$ cat src/rtl/peach_fetch.sv
// peach_fetch: boot-and-fetch front end of the Peach multicycle RV32I core.
//
// After reset the boot ROM is copied word by word into instruction memory.
// The block then loops FETCH -> WAIT -> VALID, presenting each fetched word
// on a valid/ready handshake. The PC advances by 4 per accepted instruction
// or is loaded from a branch/jump redirect.
//
// Build option:
//   PEACH_FETCH_MISALIGN_TRAP_EN  - a redirect with redirect_pc[1:0] != 0
//     enters a FAULT state and raises fetch_fault until an aligned redirect
//     arrives. Without it, the low two bits of the target are cleared and
//     fetch_fault is tied low.
module peach_fetch #(
    parameter int ROM_WORDS = 256,
    parameter int ADDR_W    = 8
) (
    input  logic              clk,
    input  logic              rst_n,
    output logic [ADDR_W-1:0] rom_addr,
    input  logic [31:0]       rom_data,
    output logic              imem_we,
    output logic [ADDR_W-1:0] imem_waddr,
    output logic [31:0]       imem_wdata,
    output logic [ADDR_W-1:0] imem_raddr,
    input  logic [31:0]       imem_rdata,
    output logic              boot_done,
    output logic              instr_valid,
    input  logic              instr_ready,
    output logic [31:0]       instr,
    output logic [31:0]       instr_pc,
    input  logic              redirect_valid,
    input  logic [31:0]       redirect_pc,
    output logic              fetch_fault
);

    // Index of the final ROM word; the copy ends once this word is written.
    localparam logic [ADDR_W-1:0] LAST_WORD = ADDR_W'(ROM_WORDS - 1);

    typedef enum logic [2:0] {
        S_BOOT,
        S_FETCH,
        S_WAIT,
        S_VALID
`ifdef PEACH_FETCH_MISALIGN_TRAP_EN
        , S_FAULT
`endif
    } state_t;

    state_t            state, state_n;
    logic [31:0]       pc, pc_n;
    logic [ADDR_W-1:0] cnt, cnt_n;
    logic              we_q, we_n;
    logic [ADDR_W-1:0] waddr_q, waddr_n;
    logic              boot_done_q, boot_done_n;
    logic [31:0]       instr_q, instr_n;
    logic [31:0]       instr_pc_q, instr_pc_n;
    logic              redirect_take;
    logic [31:0]       redirect_aligned;

`ifdef PEACH_FETCH_MISALIGN_TRAP_EN
    logic              fault_q, fault_n;
    logic              redirect_misaligned;
    assign redirect_misaligned = redirect_pc[1:0] != 2'b00;
`endif

    // Redirects only matter once the copy is finished; BOOT ignores them.
    assign redirect_take    = redirect_valid && (state != S_BOOT);
    assign redirect_aligned = redirect_pc & 32'hFFFF_FFFC;

    // State register and all datapath registers.
    // NOTE: sequential state uses non-blocking assignments so every register
    // samples the pre-edge value of every other register.
    always_ff @(posedge clk or negedge rst_n) begin
        if (!rst_n) begin
            state       <= S_BOOT;
            pc          <= '0;
            cnt         <= '0;
            we_q        <= 1'b0;
            waddr_q     <= '0;
            boot_done_q <= 1'b0;
            instr_q     <= '0;
            instr_pc_q  <= '0;
        end else begin
            state       <= state_n;
            pc          <= pc_n;
            cnt         <= cnt_n;
            we_q        <= we_n;
            waddr_q     <= waddr_n;
            boot_done_q <= boot_done_n;
            instr_q     <= instr_n;
            instr_pc_q  <= instr_pc_n;
        end
    end

`ifdef PEACH_FETCH_MISALIGN_TRAP_EN
    // Sticky misalignment flag, cleared only by an aligned redirect or reset.
    always_ff @(posedge clk or negedge rst_n) begin
        if (!rst_n) begin
            fault_q <= 1'b0;
        end else begin
            fault_q <= fault_n;
        end
    end
`endif

    // Next-state and next-datapath logic for boot copy and fetch loop.
    always_comb begin
        // NOTE: every signal gets a hold/default value first so no path
        // through the case statement can leave one unassigned (no latches).
        state_n     = state;
        pc_n        = pc;
        cnt_n       = cnt;
        we_n        = 1'b0;
        waddr_n     = waddr_q;
        boot_done_n = boot_done_q;
        instr_n     = instr_q;
        instr_pc_n  = instr_pc_q;
`ifdef PEACH_FETCH_MISALIGN_TRAP_EN
        fault_n     = fault_q;
`endif

        case (state)
            S_BOOT: begin
                // Issue ROM address cnt now; its data is written next cycle.
                if (cnt != LAST_WORD) begin
                    cnt_n = cnt + 1'b1;
                end
                we_n    = 1'b1;
                waddr_n = cnt;
                // Final word is being written this cycle: leave BOOT.
                if (we_q && (waddr_q == LAST_WORD)) begin
                    we_n        = 1'b0;
                    boot_done_n = 1'b1;
                    pc_n        = '0;
                    state_n     = S_FETCH;
                end
            end
            S_FETCH: begin
                state_n = S_WAIT;
            end
            S_WAIT: begin
                // Read data for pc is on imem_rdata now.
                instr_n    = imem_rdata;
                instr_pc_n = pc;
                state_n    = S_VALID;
            end
            S_VALID: begin
                if (instr_ready) begin
                    pc_n    = pc + 32'd4;
                    state_n = S_FETCH;
                end
            end
`ifdef PEACH_FETCH_MISALIGN_TRAP_EN
            S_FAULT: begin
                // Parked: nothing is fetched until a redirect arrives.
                state_n = S_FAULT;
            end
`endif
            default: begin
                state_n = S_BOOT;
            end
        endcase

        // A redirect overrides the fetch loop in every non-boot state; an
        // in-flight read is dropped and the held instruction is not updated.
        if (redirect_take) begin
            instr_n    = instr_q;
            instr_pc_n = instr_pc_q;
`ifdef PEACH_FETCH_MISALIGN_TRAP_EN
            pc_n = redirect_pc;
            if (redirect_misaligned) begin
                fault_n = 1'b1;
                state_n = S_FAULT;
            end else begin
                fault_n = 1'b0;
                state_n = S_FETCH;
            end
`else
            pc_n    = redirect_aligned;
            state_n = S_FETCH;
`endif
        end
    end

    // Output mapping: addresses come straight from registers.
    assign rom_addr    = cnt;
    assign imem_we     = we_q;
    assign imem_waddr  = waddr_q;
    assign imem_wdata  = rom_data;
    assign imem_raddr  = pc[ADDR_W+1:2];
    assign boot_done   = boot_done_q;
    assign instr_valid = (state == S_VALID);
    assign instr       = instr_q;
    assign instr_pc    = instr_pc_q;

`ifdef PEACH_FETCH_MISALIGN_TRAP_EN
    assign fetch_fault = fault_q;
`else
    assign fetch_fault = 1'b0;
`endif

endmodule

$ cat config.mk
export PLATFORM = sky130hd
export DESIGN_NAME = peach_fetch
export DESIGN_NICKNAME = d
export VERILOG_FILES = /design/src/rtl/peach_fetch.sv
export SDC_FILE = /design/constraint.sdc
export NUM_CORES = 1
export LEC_CHECK = 0
export ABC_AREA = 1
export CORE_UTILIZATION = 35
export CTS_CLUSTER_DIAMETER = 200
export DETAILED_ROUTE_END_ITERATION = 6
export GPL_TIMING_DRIVEN = 0
export PLACE_DENSITY = 0.68
export SLEW_MARGIN = 0
export SYNTH_ARGS = -nofsm -noshare
export SYNTH_HDL_FRONTEND = slang
export SYNTH_SLANG_ARGS = --single-unit
$ cat constraint.sdc
create_clock -name clk -period 5.2 [get_ports clk]
set_input_delay 1.3 -clock clk [delete_from_list [all_inputs] [get_ports clk]]
set_output_delay 1.3 -clock clk [all_outputs]
set_load 0.01 [all_outputs]
# Word-level counts from Yosys, hierarchy flattened
# Index checks and enable logic that the tools add are counted.
[word_totals]
register_bits = 117
in_bits = 100
output_inout_bits = 124
wordCells = 38
[op_classes]
n_addsub = 2
eq_ne = 7
muxes = 10
bitwise = 1
reduce_logical = 10
[ops]
columns = ["op", "count"]
rows = [
  ["2-to-1 mux 32 bit", 3],
  ["case mux 32 bit (2 select lines)", 1],
  ["adder 32 x 3 -> 32 bit (second input constant)", 1],
  ["case mux 3 bit (4 select lines)", 1],
  ["2-to-1 mux 3 bit", 3],
  ["adder 8 x 1 -> 8 bit (second input constant)", 1],
  ["== test 8 bit (second input constant)", 1],
  ["!= test 8 bit (second input constant)", 1],
  ["AND reduction 2 bit", 4],
  ["== test 3 x 2 -> 1 bit (second input constant)", 2],
  ["nonzero test 3 bit", 2],
  ["== test 3 x 1 -> 1 bit (second input constant)", 1],
  ["logical NOT 3 bit", 1],
  ["!= test 3 x 1 -> 1 bit (second input constant)", 1],
  ["!= test 3 bit (second input constant)", 1],
  ["AND reduction 3 bit", 1],
  ["logical AND 1 bit", 2],
  ["2-to-1 mux 1 bit", 2],
  ["inverter 1 bit", 1],
]

# Depth between registers and ports, before layout
# Gate-level depths: netlist (run 1).
[logic_depth]
word_depth = 5
mapped_depth = 12
ltp_nobuf = 12

# Least setup slack after synthesis (run 1)
# OpenSTA, ideal clock, no wires.
[synth_timing]
path_type = "input-to-output"
from = "in rom_data[0]"
to = "out imem_wdata[0]"
arrival_ns = 1.419
t_required_ns = 3.900
slack_ns = 2.481
cell_stages = 1
n_path_buf = 1
cell_sequence = "buf_4"
[synth_lines]
columns = ["item", "line", "rtl"]
rows = [
  ["start: declaration", "20", "input logic [31:0] rom_data,"],
  ["end: declaration", "23", "output logic [31:0] imem_wdata,"],
]
# No word-level cell between the ends.

# Worst setup path in the final report (run 1)
[layout_timing]
from = "in rom_data[17]"
to = "out imem_wdata[17]"
# No word-level cell between the ends.

==> results of run 1 <==
-- synthesized netlist by cell type (2+ instances only) --
| library cell | instances |
|---|---|
| nor2_4 | 4 |
| o21ai_0 | 49 |
| a22oi_1 | 2 |
| a21oi_1 | 8 |
| nand2_2 | 5 |
| dfrtp_1 | 112 |
| nand4_1 | 6 |
| nand3_1 | 39 |
| nor2_2 | 3 |
| buf_2 | 6 |
| a21boi_1 | 8 |
| inv_1 | 72 |
| mux2_2 | 35 |
| xnor2_1 | 5 |
| clkbuf_1 | 10 |
| ha_1 | 6 |
| buf_4 | 48 |
| nand2_1 | 200 |
| nand2_4 | 2 |
| nor2_1 | 72 |
| o21ai_1 | 10 |
| inv_2 | 3 |
-- final cells by class --
cell class | count | area (µm²)
multi-input cells | 464 | 2370
inverters | 76 | 285
repair buffers | 187 | 1890
fillers | 1600 | 8090
well taps | 220 | 275
clock buffers | 10 | 239
clock inverters | 6 | 90.1
flip-flops and latches | 112 | 2800
plain buffers | 64 | 428
-- kinds of logic (layout without fill, tap and decap cells) --
family	count (synthesis)	in the layout
and+or+nand+nor	334	334
buffers and inverters	140	343
DFF	112	112
AOI/OAI and AO/OA	80	80
muxes	35	35
adders and majority gates	6	6
xor gates and xnor gates	6	6
other	1	3
-- worst reg2reg max path: stages (launching register included) --
cell,delay (ps)
dfrtp_1,400
inv_1,110
ha_1,270
inv_2,100
nand2_4,160
clkinv_1,280
clkbuf_1,330
a32oi_1,240
o21ai_0,90
-- registers in the layout, indices dropped and copies added, names as in the netlist --
name	cells
instr	32
instr_pc	30
pc	30
imem_waddr	8
rom_addr	8
state	2
boot_done	1
imem_we	1
-- how the worst max path moves through the flow --
stage | start | end | slack, ps
3_5_place_dp | rom_data[17] | imem_wdata[17] | 1980
3_3_place_gp | rst_n | rom_addr[0] | -1730
2_1_floorplan | rom_data[0] | imem_wdata[0] | 2480
4_1_cts | rom_data[17] | imem_wdata[17] | 1980
6_report | rom_data[17] | imem_wdata[17] | 1990
5_1_grt | rom_data[10] | imem_wdata[10] | 1980
-- power by group through the flow --
| stage | Sequential [mW] | Combinational (mW) | Clock [mW] |
|---|---|---|---|
| finish | 1.54 | 2.06 | 0.776 |
| global route | 1.61 | 2.26 | 0.829 |
| CTS | 1.55 | 2.08 | 0.795 |
| detailed placement | 1.56 | 2.08 | 0 |
| global placement | 1.55 | 2.04 | 0 |
| floorplan | 1.63 | 1.00 | 0 |
-- metrics by stage --
stage          worst slack [ps]  setup TNS, ps  total power, mW
3_3_place_gp              -1730        -192990             3.59
4_1_cts                    1980              0             4.43
2_1_floorplan              2480              0             2.63
5_1_grt                    1980              0             4.70
6_report                   1990              0             4.38
3_5_place_dp               1980              0             3.64
-- per-layer routing --
metal	global-route usage, %	wire, µm
met1	25.8	7370
met2	29.7	7270
met3	4.36	1020
met4	6.20	271
met5	0	0
-- placed cells by master, fill, tap and decap left out, types with 4 or more instances in the layout --
cell	synthesis	final
o21ai_0	49	49
mux2_2	35	35
a21oi_1	8	8
nor2_4	4	4
nand2_1	200	200
inv_1	72	72
nand4_1	6	6
xnor2_1	5	5
nor2_1	72	72
nand3_1	39	39
dfrtp_1	112	112
clkbuf_1	10	10
buf_4	48	48
buf_2	6	6
ha_1	6	6
a21boi_1	8	8
clkbuf_16	0	9
o21ai_1	10	10
nand2_2	5	5
clkdlybuf4s50_1	0	185
==> flow_metrics.tcl, run 1 <==
set metrics [dict create \
    routed_wl_um 15900 \
    synth_compound_area_share_pct 7.41 \
    avgRoutedWirePerCell_um 14.0 \
    critPathMaxStageDelay_ps 530 \
    nNetsFinal 1020 \
    drt_iter0_markers 272 \
    post-route-period-util_pct 61.7 \
    final_cells 1139 \
    cts-root-buf "clkbuf_16" \
    worst-path-stages 2 \
    synth_xor_area_share_pct 0.894 \
    cts_num_sinks 112 \
    ant_nets 0 \
    cts_buffers 9 \
    drive_gt1_share_pct 13.6 \
    cp_top_family "buffers and inverters" \
    h-tree-depth 3 \
    reg2reg_slack_ps 3120 \
    rr_worst_depth 8 \
    p_int_mw 2.74 \
    ys.flop_type "dfrtp_1" \
    grt_pass1_wl_um 25800 \
    cts.path.max_buffers 2 \
    area_growth_pct 42.6 \
    maxSlewViolCount 0 \
    synth_top_family_by_area "simple AND/OR/NAND/NOR gates" \
    synthSimpleGateAreaFrac_pct 23.8 \
    cts_tree "yes" \
    die_h_um 132 \
    syn_area_mm2 0.00588 \
    cap_viol_max_count 0 \
    yosysTopAreaCell "dfrtp_1" \
    ir_drop_v 0.000194 \
    postLayoutCellArea_mm2 0.00838 \
    path_cells "buf_4, clkdlybuf4s50_1" \
    grt_max_degree 87 \
    fmax_mhz 312 \
    critical_path_arrival_ps 1910 \
    post_cts_resized 0 \
    power_switching_mw 1.64 \
    finClkSkew_ps 10.9 \
    placed_cells 1123 \
    drc 0 \
    yosysUniqueCellTypes 31 \
    leakage_nw 3.88 \
    hold_ws_ps 481 \
    switching_share_pct 37.4 \
    synth_edf_count 0 \
    postLayoutCoreUtil_pct 50.9 \
    hold_depth 1 \
    die_w_um 132 \
    clkSlewWorstSetupHoldPaths_ps 70 \
    hpwl_um 12100 \
    ys_ff_latch 112 \
    synth.top_cell.area_share_pct 47.7 \
    yosys_warnings 0 \
    antenna_found_initial 0 \
    synthAdderAreaFrac_pct 1.28 \
    slowest_stage "clkdlybuf4s50_1" \
    ios 224 \
    r2r_start "state[0]" \
    finalHoldViolations 0 \
    vias 5299 \
    setup_viol 0 \
    num_rows 47 \
    start_util_pct 35.7 \
    hold_path_startpoint "boot_done" \
    track_usage_pct 19.0 \
    seq_area_frac_synth_pct 47.7 \
    ctsHoldBuffers 0 \
    synth_area_per_cell_um2 8.23 \
    routabilityCongestion 0.909 \
    async_flop_share_pct 100 \
    path_class "primary input to output pin" \
    diodes 0 \
    core_area_mm2 0.0165 \
    holdPathEnd "boot_done" \
    max_slew_margin_pct 58.0 \
    synthMuxAreaShare_pct 6.71 \
    min_period_ps 3210 \
    cp-end-kind "output pin" \
    crit_buf_inv 2 \
    worst_r2r_endpoint "pc[5]" \
    die_area_mm2 0.0173 \
    min_path_type "flop to flop" \
    synth_area_leaders "dfrtp_1, nand2_1, mux2_2" \
    worstPathRequired_ps 3900 \
    synthCells 714 \
    power_frac_seq_pct 35.3 \
    io_buffers 186 \
    postCtsSetupRepairBufs 0 \
    status "finished, final reports clean" \
    post_dp_cell_area_mm2 0.00805 \
    worstMarginPinSlew_ps 630 \
    cp_max_fo 1 \
    clockPowerShare_pct 17.7 \
    cellPowerDensity_mw_per_mm2 522 \
    viasPerCell 4.65 \
    overflow 0 \
    combPwrFrac_pct 47.0 \
    rsz0062_at_grt "no" \
    start_kind "primary input" \
    first_pass_iters 4 \
    grt_pass1_vias 4948 \
    clk_latency_ps 360 \
]
Note: power is estimated with default switching activity, not from simulation.
==> run 2, diff against run 1 <==
clock period = 3.1 ns   (was 5.2 ns; I/O delays follow)
==> results of run 2 <==
Same layout as run 1 (identical final DEF). Status: finished, final reports clean.
Among the figures that moved: setup slack after placement 1980 ps -> 591 ps; setup slack after layout 1990 ps -> 719 ps; hold slack 481 ps -> 284 ps; start point of the critical path rom_data[17] -> state[0]; end point of the critical path imem_wdata[17] -> instr_valid; register-to-register setup slack 3120 ps -> 1020 ps; total power 4.38 mW -> 7.34 mW; worst IR drop on VDD 0.000194 V -> 0.000326 V
==> run 3, diff against run 2 <==
clock period = 2.4 ns   (was 3.1 ns; I/O delays follow)
==> results of run 3 <==
Same layout as run 1 (identical final DEF). Status: finished, final reports clean.
Among the figures that moved: setup slack after placement 1980 ps -> 66.2 ps; setup slack after layout 1990 ps -> 194 ps; hold slack 481 ps -> 109 ps; start point of the critical path rom_data[17] -> state[0]; end point of the critical path imem_wdata[17] -> instr_valid; register-to-register setup slack 3120 ps -> 320 ps; total power 4.38 mW -> 9.48 mW; worst IR drop on VDD 0.000194 V -> 0.000421 V
